`config.mk`:
```
export PLATFORM = sky130hd
export DESIGN_NAME = wb_initiator
export DESIGN_NICKNAME = d
export VERILOG_FILES = /design/src/rtl/wb_initiator.sv
export SDC_FILE = /design/constraint.sdc
export NUM_CORES = 1
export LEC_CHECK = 0
export CAP_MARGIN = 20
export CELL_PAD_IN_SITES_DETAIL_PLACEMENT = 0
export CELL_PAD_IN_SITES_GLOBAL_PLACEMENT = 1
export CORE_MARGIN = 1
export CORE_UTILIZATION = 32
export DETAILED_ROUTE_END_ITERATION = 8
export GPL_ROUTABILITY_DRIVEN = 0
export PLACE_DENSITY = 0.86
export RECOVER_POWER = 25
export SLEW_MARGIN = 20
export SYNTH_ARGS = -nofsm -noshare
export SYNTH_HDL_FRONTEND = slang
export SYNTH_SLANG_ARGS = --single-unit
```
`constraint.sdc`:
```
create_clock -name wb_clk_i -period 3 [get_ports wb_clk_i]
set_clock_uncertainty 0.2 [all_clocks]
set_input_delay 0.45 -clock wb_clk_i [delete_from_list [all_inputs] [get_ports wb_clk_i]]
set_output_delay 0.45 -clock wb_clk_i [all_outputs]
set_load 0.02 [all_outputs]
```
`src/rtl/wb_initiator.sv`:
```
// -----------------------------------------------------------------------------
// wb_initiator
//   Turns a simple valid/ready command into a single Wishbone classic cycle.
//   The bus phase ends on wbm_ack_i or after TIMEOUT_CYCLES cycles without ack.
//   The result is then held on a valid/ready response port until it is taken.
//
// Ports
//   wb_clk_i, wb_rst_i          clock, synchronous active-high reset
//   cmd_valid/cmd_ready         command handshake
//   cmd_we/sel/adr/dat          command fields, captured on acceptance
//   rsp_valid/rsp_ready         response handshake
//   rsp_dat, rsp_err            read data (0 for writes/timeouts), timeout flag
//   wbm_*                       Wishbone initiator signals, all registered
//   txn_count                   16-bit wrapping count of ack'd transactions
// -----------------------------------------------------------------------------
module wb_initiator #(
    parameter int unsigned TIMEOUT_CYCLES = 255
) (
    input  logic        wb_clk_i,
    input  logic        wb_rst_i,
    input  logic        cmd_valid,
    output logic        cmd_ready,
    input  logic        cmd_we,
    input  logic [3:0]  cmd_sel,
    input  logic [31:0] cmd_adr,
    input  logic [31:0] cmd_dat,
    output logic        rsp_valid,
    input  logic        rsp_ready,
    output logic [31:0] rsp_dat,
    output logic        rsp_err,
    output logic        wbm_cyc_o,
    output logic        wbm_stb_o,
    output logic        wbm_we_o,
    output logic [3:0]  wbm_sel_o,
    output logic [31:0] wbm_adr_o,
    output logic [31:0] wbm_dat_o,
    input  logic [31:0] wbm_dat_i,
    input  logic        wbm_ack_i,
    output logic [15:0] txn_count
);

    typedef enum logic [1:0] {
        ST_IDLE = 2'd0,
        ST_BUS  = 2'd1,
        ST_RESP = 2'd2
    } state_t;

    // Last counter value before the bus phase gives up.
    localparam logic [15:0] TMO_LAST = 16'(TIMEOUT_CYCLES - 1);

    state_t      state_r,     state_s;
    logic        cmd_ready_r, cmd_ready_s;
    logic        cyc_r,       cyc_s;
    logic        stb_r,       stb_s;
    logic        we_r,        we_s;
    logic [3:0]  sel_r,       sel_s;
    logic [31:0] adr_r,       adr_s;
    logic [31:0] dat_r,       dat_s;
    logic        rsp_valid_r, rsp_valid_s;
    logic [31:0] rsp_dat_r,   rsp_dat_s;
    logic        rsp_err_r,   rsp_err_s;
    logic [15:0] tmo_cnt_r,   tmo_cnt_s;
    logic [15:0] txn_cnt_r,   txn_cnt_s;

    // Next-state and next-output logic; every register holds unless changed.
    always_comb begin
        state_s     = state_r;
        cmd_ready_s = cmd_ready_r;
        cyc_s       = cyc_r;
        stb_s       = stb_r;
        we_s        = we_r;
        sel_s       = sel_r;
        adr_s       = adr_r;
        dat_s       = dat_r;
        rsp_valid_s = rsp_valid_r;
        rsp_dat_s   = rsp_dat_r;
        rsp_err_s   = rsp_err_r;
        tmo_cnt_s   = tmo_cnt_r;
        txn_cnt_s   = txn_cnt_r;

        case (state_r)
            ST_IDLE: begin
                if (cmd_valid) begin
                    state_s     = ST_BUS;
                    cmd_ready_s = 1'b0;
                    cyc_s       = 1'b1;
                    stb_s       = 1'b1;
                    we_s        = cmd_we;
                    sel_s       = cmd_sel;
                    adr_s       = cmd_adr;
                    dat_s       = cmd_dat;
                    tmo_cnt_s   = 16'h0000;
                end else begin
                    state_s = ST_IDLE;
                end
            end
            ST_BUS: begin
                // Ack is checked first so it wins over a simultaneous timeout.
                if (wbm_ack_i || (tmo_cnt_r == TMO_LAST)) begin
                    state_s     = ST_RESP;
                    cyc_s       = 1'b0;
                    stb_s       = 1'b0;
                    we_s        = 1'b0;
                    sel_s       = 4'h0;
                    adr_s       = 32'h0000_0000;
                    dat_s       = 32'h0000_0000;
                    rsp_valid_s = 1'b1;
                    if (wbm_ack_i) begin
                        rsp_dat_s = we_r ? 32'h0000_0000 : wbm_dat_i;
                        rsp_err_s = 1'b0;
                        txn_cnt_s = txn_cnt_r + 16'd1;
                    end else begin
                        rsp_dat_s = 32'h0000_0000;
                        rsp_err_s = 1'b1;
                    end
                end else begin
                    tmo_cnt_s = tmo_cnt_r + 16'd1;
                end
            end
            ST_RESP: begin
                if (rsp_ready) begin
                    state_s     = ST_IDLE;
                    rsp_valid_s = 1'b0;
                    cmd_ready_s = 1'b1;
                end else begin
                    state_s = ST_RESP;
                end
            end
            default: begin
                state_s     = ST_IDLE;
                cmd_ready_s = 1'b1;
                cyc_s       = 1'b0;
                stb_s       = 1'b0;
                rsp_valid_s = 1'b0;
            end
        endcase
    end

    // State and output registers with synchronous reset.
    always_ff @(posedge wb_clk_i) begin
        if (wb_rst_i) begin
            state_r     <= ST_IDLE;
            cmd_ready_r <= 1'b1;
            cyc_r       <= 1'b0;
            stb_r       <= 1'b0;
            we_r        <= 1'b0;
            sel_r       <= 4'h0;
            adr_r       <= 32'h0000_0000;
            dat_r       <= 32'h0000_0000;
            rsp_valid_r <= 1'b0;
            rsp_dat_r   <= 32'h0000_0000;
            rsp_err_r   <= 1'b0;
            tmo_cnt_r   <= 16'h0000;
            txn_cnt_r   <= 16'h0000;
        end else begin
            state_r     <= state_s;
            cmd_ready_r <= cmd_ready_s;
            cyc_r       <= cyc_s;
            stb_r       <= stb_s;
            we_r        <= we_s;
            sel_r       <= sel_s;
            adr_r       <= adr_s;
            dat_r       <= dat_s;
            rsp_valid_r <= rsp_valid_s;
            rsp_dat_r   <= rsp_dat_s;
            rsp_err_r   <= rsp_err_s;
            tmo_cnt_r   <= tmo_cnt_s;
            txn_cnt_r   <= txn_cnt_s;
        end
    end

    assign cmd_ready = cmd_ready_r;
    assign wbm_cyc_o = cyc_r;
    assign wbm_stb_o = stb_r;
    assign wbm_we_o  = we_r;
    assign wbm_sel_o = sel_r;
    assign wbm_adr_o = adr_r;
    assign wbm_dat_o = dat_r;
    assign rsp_valid = rsp_valid_r;
    assign rsp_dat   = rsp_dat_r;
    assign rsp_err   = rsp_err_r;
    assign txn_count = txn_cnt_r;

endmodule

```
==> key figures <==
Status
  • Run status: completed

Timing
  • Worst-Margin Slew: between 1 and 1.5 ns
  • Post-route worst setup slack: around 0.49 ns
  • Min Tclk post-route: 2.51 ns
  • Endpoints failing setup: 0
  • Final number of hold-violating endpoints: 0
  • Worst max-slew margin expressed relative to the limit: 0.0352
  • Final Cycle Share: 0.836
  • Setup repair after global routing missed its margin: false
  • Number of slew-limit violations in the final report: 0
  • Setup TNS after final layout: 0 ns
  • Achievable Freq: 399 MHz
  • Final hold slack: 0.248 ns

Pwr
  • Share of power burned in the clock network: 0.447
  • Overall power of the completed layout: 4.80 mW
  • Switching Power: 1.23 mW
  • Seq pwr share: 0.413
  • Highest ir drop seen on vdd: ~0.54 mV
  • P per Cell Area: 584 mW/mm^2
  • Internal Pwr Total: about 3.6 mW
  • Combinational group share of total power: 0.140
  • Net Sw Frac: 0.255
  • Standby leakage power: 3.12 nW

Drt
  • Via density: between 4 and 5
  • TritonRoute pass-1 iters: 4
  • First-iteration detailed-routing DRC count: 220
  • Average wire per standard cell: 14.4 um
  • Routed WL: 15.0 mm
  • Vias after detailed routing: slightly below 5,000
  • DRC Markers: 0
  • Number of nets still failing antenna checks after routing: 0

Floorplan
  • Total Die Area: 0.0167 sq mm
  • Initial Utilization: 0.327
  • Die height: 129 um
  • Chip width: ~130 um
  • I/O pin total: 228
  • Core Area: 0.0158 sq mm
  • Std-Cell Rows: 46

Layout
  • Layout net count: 921
  • Area Overhead vs Synth: 59.0%
  • Non-filler instance count after layout: 1,041
  • Number of antenna cells inserted: 0
  • Fraction of layout cells with a size suffix above 1: 0.0582

Clock network
  • Root buffer selected by CTS: sky130_fd_sc_hd__clkbuf_16
  • Number of buffers between clock root and the deepest sink: 2
  • Number of cells upsized or downsized after cts: 0
  • Clock net sink count: 139
  • Number of buffers inserted to repair setup after CTS: 0
  • Number of H-tree levels: 4
  • CTS tree: yes
  • Number of clock buffers inserted by TritonCTS: 17
  • Quantity of hold-fixing buffers added after cts: 0
  • Clock transition at the registers of the reported paths: 0.06 ns
  • Worst-skew pair later-pin latency: 0.42 ns

Yosys
  • Share of the synthesized area in the top cell type: 0.538
  • Cell types with the highest counts after synthesis: 149 x sky130_fd_sc_hd__nand2_1, 139 x sky130_fd_sc_hd__dfxtp_1, 91 x sky130_fd_sc_hd__a21oi_1
  • Number of enable-type register cells in the synthesized netlist: 0
  • Main combinational cell family by area after synthesis: simple AND/OR/NAND/NOR gates
  • Post-synthesis sequential area ratio: 0.538
  • Post-synthesis simple-gate area fraction: 0.216
  • Leading cell type by number of instances after synthesis: sky130_fd_sc_hd__nand2_1
  • Yosys cell types: 40
  • Avg Inst Size Synth: 8.64 sq um
  • Number of instances in the synthesized netlist: approximately 600
  • Fraction of the mapped netlist area in compound gates: 0.172
  • Share of the synthesized netlist area taken by xor and xnor gates: 0.0220
  • Synthesized netlist net count: 707
  • Share of flip-flops with an asynchronous set or reset after synthesis: 0
  • Area of the mapped netlist: slightly above 0.005 sq mm
  • Post-synthesis cell type with the largest combined area: sky130_fd_sc_hd__dfxtp_1
  • Number of warnings printed during yosys synthesis: 0
  • Adder-Cell Fraction of Synth Area: 0.00726
  • Leading register cell type out of synthesis: sky130_fd_sc_hd__dfxtp_1
  • Fraction of synthesized area in multiplexers: 0.00194
  • Biggest area contributors in the synthesized netlist: sky130_fd_sc_hd__dfxtp_1 54%, sky130_fd_sc_hd__nand2_1 11%, sky130_fd_sc_hd__a21oi_1 8.8%, sky130_fd_sc_hd__a22o_1 5.4%, sky130_fd_sc_hd__clkbuf_1 2.3%
  • Register bit total from synthesis: 139

GRT
  • First-pass GRT wire length: 22.8 mm
  • All-layer global routing usage: 0.178
  • Pin count of the biggest net entering global routing: 72
  • Antenna violations before repair: 0
  • Vias in the first global route: about 4,500
  • Overflow after GRT: 0

Worst setup path
  • Max Fanout on Critical Path: 71
  • Data arrival, critical path: 2.66 ns
  • Category of the worst setup path capture point: flop
  • Required time of the critical path: 3.15 ns
  • Crit start category: flop
  • Type of the worst setup path: reg2reg
  • Reg-to-reg slack, setup: 0.49 ns

Placement
  • Detail Placement HPWL: around 10 mm
  • Setup WS pre-CTS: 0.400 ns
  • DP Cell Count: 1,009
  • I/O Buffers: 227

Hold path
  • Min-Delay Path Class: reg2reg

Job
  • Maximum Capacitance Violations: 0
## sequential cells by signal, indices dropped and copies added, names as in the netlist
| signal | flops |
|---|---|
| txn_count | 16 |
| wbm_we_o | 1 |
| cmd_ready | 1 |
| rsp_err | 1 |
| tmo_cnt_r | 16 |
| rsp_valid | 1 |
| wbm_sel_o | 4 |
| state_r | 2 |
| wbm_stb_o | 1 |
| wbm_dat_o | 32 |
| wbm_adr_o | 32 |
| rsp_dat | 32 |
## cell families after synthesis
family | Yosys count
compound gates | 149
xor+xnor | 13
fa+ha+maj | 3
buf+inv | 47
flops | 139
mux | 1
simple gates | 246
## placed cells by master (no fill, tap or decap), types with 4 or more instances in the layout
master / synthesis / routed
sky130_fd_sc_hd__a22o_1: 32 / 32
sky130_fd_sc_hd__dlygate4sd3_1: 0 / 51
sky130_fd_sc_hd__xnor2_1: 8 / 8
sky130_fd_sc_hd__and4_1: 4 / 4
sky130_fd_sc_hd__nor3_1: 9 / 9
sky130_fd_sc_hd__nand4_1: 6 / 6
sky130_fd_sc_hd__buf_4: 1 / 6
sky130_fd_sc_hd__o21ai_0: 17 / 17
sky130_fd_sc_hd__clkbuf_16: 0 / 17
sky130_fd_sc_hd__dfxtp_1: 139 / 139
sky130_fd_sc_hd__nand2_1: 149 / 147
sky130_fd_sc_hd__and3_1: 4 / 4
sky130_fd_sc_hd__a21oi_1: 91 / 91
sky130_fd_sc_hd__nand3_1: 14 / 14
sky130_fd_sc_hd__a31oi_1: 4 / 4
sky130_fd_sc_hd__or3_1: 9 / 9
sky130_fd_sc_hd__clkinvlp_4: 0 / 4
sky130_fd_sc_hd__clkdlybuf4s50_1: 0 / 176
sky130_fd_sc_hd__xor2_1: 5 / 5
sky130_fd_sc_hd__nor2_1: 31 / 31
sky130_fd_sc_hd__inv_1: 6 / 6
## critical path: stages (launching register included)
cell and delay [ns]:
sky130_fd_sc_hd__dfxtp_1 0.38, sky130_fd_sc_hd__nor2_1 0.16, sky130_fd_sc_hd__and2_2 0.17, sky130_fd_sc_hd__clkbuf_2 1.05, sky130_fd_sc_hd__nand2_1 0.26, sky130_fd_sc_hd__a21oi_1 0.19
## final timing paths
kind,startpoint,end,cells after the start
max reg2reg,state_r[0],wbm_dat_o[18],5
max,state_r[0],wbm_dat_o[18],5
min,wbm_adr_o[14],wbm_adr_o[14],2
min reg2reg,wbm_adr_o[14],wbm_adr_o[14],2
## final cells by class
type / instances / area [sq um]
Fill cell: 1482 / 7610
Timing Repair Buffer: 236 / 2360
Sequential cell: 139 / 2780
Multi-Input combinational cell: 412 / 2180
Tap cell: 216 / 270
Clock buffer: 19 / 433
Inverter: 6 / 22.5
Clock inverter: 13 / 169
## power by group through the flow
stage / Sequential [mW] / Clock [mW] / Combinational, mW
CTS: 1.98 / 2.20 / 0.692
finish: 1.98 / 2.15 / 0.673
floorplan: 2.12 / 0 / 0.215
detailed placement: 2.02 / 0 / 0.689
global route: 1.99 / 2.26 / 0.728
global placement: 2.02 / 0 / 0.685
## metal layers
| layer | global-route usage | wire length, um | vias up |
|---|---|---|---|
| met5 | 0 | 0 | - |
| met4 | 0.0740 | 255 | 0 |
| met3 | 0.0838 | 1470 | 17 |
| met2 | 0.279 | 6850 | 167 |
| met1 | 0.210 | 6440 | 2245 |
| li1 | - | - | 2480 |
## per-stage QoR
stage,util,instance area [sq um]
6_report,0.519,8220
5_1_grt,0.519,8220
4_1_cts,0.519,8220
3_5_place_dp,0.481,7620
3_3_place_gp,0.481,7610
2_1_floorplan,-,5170
(Power assumes the default switching activity.)
==> RTL change 1: new RTL, same flow settings <==
Re-encode `state_t` (3 states) as one-hot, 3 bits wide.
--- a/src/rtl/wb_initiator.sv
+++ b/src/rtl/wb_initiator.sv
@@ -41,6 +41,6 @@
 
-    typedef enum logic [1:0] {
-        ST_IDLE = 2'd0,
-        ST_BUS  = 2'd1,
-        ST_RESP = 2'd2
+    typedef enum logic [2:0] {
+        ST_IDLE = 3'b001,
+        ST_BUS  = 3'b010,
+        ST_RESP = 3'b100
     } state_t;
Formal check against the unedited RTL: no difference found for any inputs over 10 cycles, from zero or initial values and one cycle with wb_rst_i high; not proved beyond that.
==> RTL change 1 against the unedited design <==
Power is 4.6% lower; synthesized area increased by 2.7%; synthesized cell count grew 2.7%; worst setup slack better by 0.029 ns; critical endpoint is now rsp_dat[3]; routed wire length grew 1.2%; final area is 1.8% higher; critical path type unchanged; highest routed layer unchanged; maximum frequency up 1.2%; largest cell class unchanged; largest power group unchanged; sequential cell count is 1 higher.
==> RTL change 1: results <==
set metrics [dict create \
    synth_compound_area_share_pct 17.2 \
    gr-usage-all-layers_pct 17.2 \
    tightest_slew_ns 0.529 \
    cp_slowest_cell "or4_4" \
    setup_violations 0 \
    first_global_vias 4498 \
    numCtsBuffers 17 \
    hpwl_um 10400 \
    antenna_found_initial 0 \
    met1_usage_pct 20.9 \
    min_path_type "flop to flop" \
    grt_first_pass_wirelength_um 22800 \
    antenna_cells 0 \
    yosys_warnings 0 \
    reg2reg_slack_ns 0.52 \
    cp-startpoint "tmo_cnt_r[15]" \
    grt_util_met2_pct 28.5 \
    vias 5035 \
    drive_gt1_share_pct 6.64 \
    muxShareOfSynthArea_pct 0.778 \
    synth_cells 614 \
    p_leak_nw 3.17 \
    synth_common_cells "nand2_1 (156), dfxtp_1 (140), a21oi_1 (82)" \
    hp-start "cmd_ready" \
    place_inst 1027 \
    wl_met1_um 6630 \
    dr_wl_met2_um 7210 \
    clk_path_buf_depth 2 \
    rr_startpoint "tmo_cnt_r[15]" \
    avgViaCountPerCell 4.75 \
    first_pass_iters 4 \
    met3_usage_pct 5.62 \
    path_clk_slew_ns 0.06 \
    top_layer_used "met4" \
    wl_per_cell_um 14.3 \
    fin_nets 939 \
    portBuffers 227 \
    cp_max_fo 32 \
    synth_xor_area_share_pct 2.64 \
    cp.arrival_ns 2.58 \
    htree_levels 4 \
    synth_fa_ha_area_share_pct 0.707 \
    drt_iter0_drc 237 \
    ys_types 46 \
    fill_cells 1544 \
    wl_met3_um 1170 \
    status "finished, final reports clean" \
    critPathMaxStageDelay_ns 0.54 \
    ys_seq_area_share_pct 52.8 \
    synthTopCellsByArea "dfxtp_1 (53%), nand2_1 (11%), a21oi_1 (7.7%)" \
    vdd.ir_drop.worst_mv 0.412 \
    crit_family "simple AND/OR/NAND/NOR gates" \
    cts_root_buf "clkbuf_16" \
    power.internal_w 0.00342 \
    synth_nets 723 \
    cts_resized 0 \
    async_reset_ff_share_pct 0 \
]
==> RTL change 1: area by class of cell <==
cell class                 count  area share, %
sequential                   140           33.5
timing repair buffer         240           28.7
multi-input combinational    428           27.6
clock buffer                  20           5.46
tap                          216           3.23
clock inverter                12           1.35
inverter                       3          0.135
==> RTL change 1: path summary, 6_finish.rpt <==
path                      to  cells past startpoint
hold reg to reg    cmd_ready                      2
setup / recovery  rsp_dat[3]                      6
setup reg to reg  rsp_dat[3]                      6
hold / removal     cmd_ready                      2
==> RTL change 1: cells by family (layout without fill, tap and decap cells) <==
group | count (synthesis) | in the layout
buffers and inverters | 46 | 275
adder cells (fa/ha/maj) | 3 | 3
AND/OR/NAND/NOR | 258 | 258
flip-flops | 140 | 140
multiplexers | 4 | 4
XOR/XNOR | 16 | 16
AO/OA/AOI/OAI | 147 | 147
==> RTL change 1: through the flow <==
stage,total power (W),hold WS [ns],setup WS [ns],instance area (um2),utilization (%)
2_1_floorplan,0.00229,0.244,0.734,5310,-
3_3_place_gp,0.00264,0.240,0.523,7810,48.6
3_5_place_dp,0.00264,0.246,0.523,7810,48.6
4_1_cts,0.00466,0.254,0.551,8380,52.2
5_1_grt,0.00478,0.261,0.353,8360,52.1
6_report,0.00458,0.246,0.523,8360,52.1
==> RTL change 1: tightest hold or removal path: cells and delay by family (launching register included) <==
kind / cells / cell delay, ns
DFF: 1 / 0.31
and+or+nand+nor: 2 / 0.09
==> RTL change 1: power groups by stage <==
stage	clock, W	sequential [W]	combinational (W)
after floorplan	0	0.00210	0.000196
after CTS	0.00205	0.00197	0.000629
final	0.00200	0.00197	0.000606
after global routing	0.00215	0.00198	0.000657
after global placement	0	0.00201	0.000625
after detailed placement	0	0.00201	0.000626
==> RTL change 2: new RTL, config.mk and constraints unchanged <==
Without the edit above. Set the parameter `TIMEOUT_CYCLES` to 127 (it was 255).
--- a/src/rtl/wb_initiator.sv
+++ b/src/rtl/wb_initiator.sv
@@ -16,3 +16,3 @@
 module wb_initiator #(
-    parameter int unsigned TIMEOUT_CYCLES = 255
+    parameter int unsigned TIMEOUT_CYCLES = 127
 ) (
Function: same outputs for any inputs over 10 cycles, from zero or initial values and one cycle with wb_rst_i high; that may be too few to reach the edited logic, so the function may still have changed.
==> RTL change 2 against the unedited design <==
Combinational power is 0.9% higher; sequential cell count unchanged; utilization decreased by 1.1 points; routed wire length increased by 2.4%; global-route usage about the same; worst setup slack improved by 0.027 ns; sequential power about the same; power fell by 0.69%; synthesized area rose by 4.5%; count of clock-buffer cells in the layout grew 1; final area up 2.1%; maximum frequency up 1.1%; via count increased by 3.7%; largest cell class unchanged; highest routed layer unchanged.
==> RTL change 2: results <==
set metrics [dict create \
    status "finished, final reports clean" \
    crit_family "simple AND/OR/NAND/NOR gates" \
    cp.arrival_ns 2.62 \
    synthTopCellsByArea "dfxtp_1 (52%), nand2_1 (11%), a21oi_1 (7.8%)" \
    grt_first_pass_wirelength_um 24900 \
    first_global_vias 4810 \
    yosysMostFrequentCell "nand2_1" \
    p_leak_nw 3.15 \
    setup_violations 0 \
    drive_gt1_share_pct 6.03 \
    hpwl_um 10600 \
    drt_iter0_drc 288 \
    ys_types 60 \
    avgViaCountPerCell 4.85 \
    htree_levels 4 \
    synth_common_cells "nand2_1 (153), dfxtp_1 (139), a21oi_1 (84)" \
    vdd.ir_drop.worst_mv 0.386 \
    cts_root_buf "clkbuf_16" \
    wl_per_cell_um 14.7 \
    cp_slowest_cell "nor2b_1" \
    first_pass_iters 9 \
    synth_nets 713 \
    fin_nets 926 \
    critPathMaxStageDelay_ns 0.70 \
    synth_top_flop_cell "dfxtp_1" \
    vias 5090 \
    postCtsSetupBuffers 0 \
    numCtsBuffers 17 \
    fill_cells 1544 \
    min_path_type "flop to flop" \
    ys_seq_area_share_pct 51.5 \
    cts_resized 0 \
    path_clk_slew_ns 0.06 \
    gr-usage-all-layers_pct 17.9 \
    yosys_warnings 0 \
    dpl_cell_area_um2 7830 \
    clk_latency_ns 0.41 \
    synth_cells 604 \
    maxSlewHeadroom_pct 38.3 \
    antenna_found_initial 0 \
    place_inst 1018 \
    grt_max_degree 70 \
    pre_cts_slack_ns 0.587 \
    cp_max_fo 11 \
    antenna_left 0 \
]
-- RTL change 2: changes by cell type in the layout (fill, tap and decap cells not counted), sizes merged, moves of 4 or more --
cell    before  now
a21oi       91   84
nand2      149  153
nand4        7   11
nor2        32   17
o211ai       0    5
o21ai       17   12
o31ai        0    4
or3          9    4
or4          1    8
xnor2        8    2
-- RTL change 2: final timing paths --
path	slack [ns]	end	depth (start not counted)	start
max reg2reg	0.52	tmo_cnt_r[2]	4	state_r[0]
min reg2reg	0.25	wbm_dat_o[21]	2	wbm_dat_o[21]
max	0.52	tmo_cnt_r[2]	4	state_r[0]
min	0.25	wbm_dat_o[21]	2	wbm_dat_o[21]
-- RTL change 2: area by class of cell --
cell class                      instances  share of cell area, %
Clock buffer                           20                   5.32
Inverter                               10                  0.447
Tap cell                              220                   3.28
Sequential cell                       139                   33.2
Multi-Input combinational cell        413                   27.7
Timing Repair Buffer                  236                   28.3
Clock inverter                         11                   1.74
-- RTL change 2: worst reg2reg max path: stages (launching register included) --
cell,delay (ns)
dfxtp_1,0.56
nor2b_1,0.70
nand2_1,0.35
or4_1,0.48
a21oi_1,0.13
-- RTL change 2: logic make-up (layout without fill, tap and decap cells) --
family	count (synthesis)	count (layout)	share of synthesized area, %
compound gates	158	158	18.6
xor+xnor	9	9	1.46
fa+ha+maj	3	3	0.695
buf+inv	52	277	5.28
flops	139	139	51.5
mux	4	4	0.764
simple gates	239	239	21.7
-- RTL change 2: power by group --
group | total [W] | internal (W) | switching, W | leakage (nW)
clock | 0.00211 | 0.00132 | 0.000783 | 0.286
sequential | 0.00198 | 0.00193 | 0.0000484 | 1.13
combinational | 0.000679 | 0.000331 | 0.000348 | 1.73
total | 0.00477 | 0.00359 | 0.00118 | 3.15
-- RTL change 2: metal layers --
metal	GRT usage (%)	wire length, um	vias to the layer above
met5	0	0	-
met4	6.40	267	0
met3	7.23	1320	21
met2	28.6	7250	165
met1	21.5	6530	2353
li1	-	-	2551
-- RTL change 2: per-stage QoR --
step,total power [W],utilization (%),hold WS (ns)
after global routing,0.00498,50.8,0.264
after floorplan,0.00235,-,0.275
after CTS,0.00485,51.0,0.253
after detailed placement,0.00272,47.4,0.246
final,0.00477,50.8,0.249
after global placement,0.00272,47.4,0.240
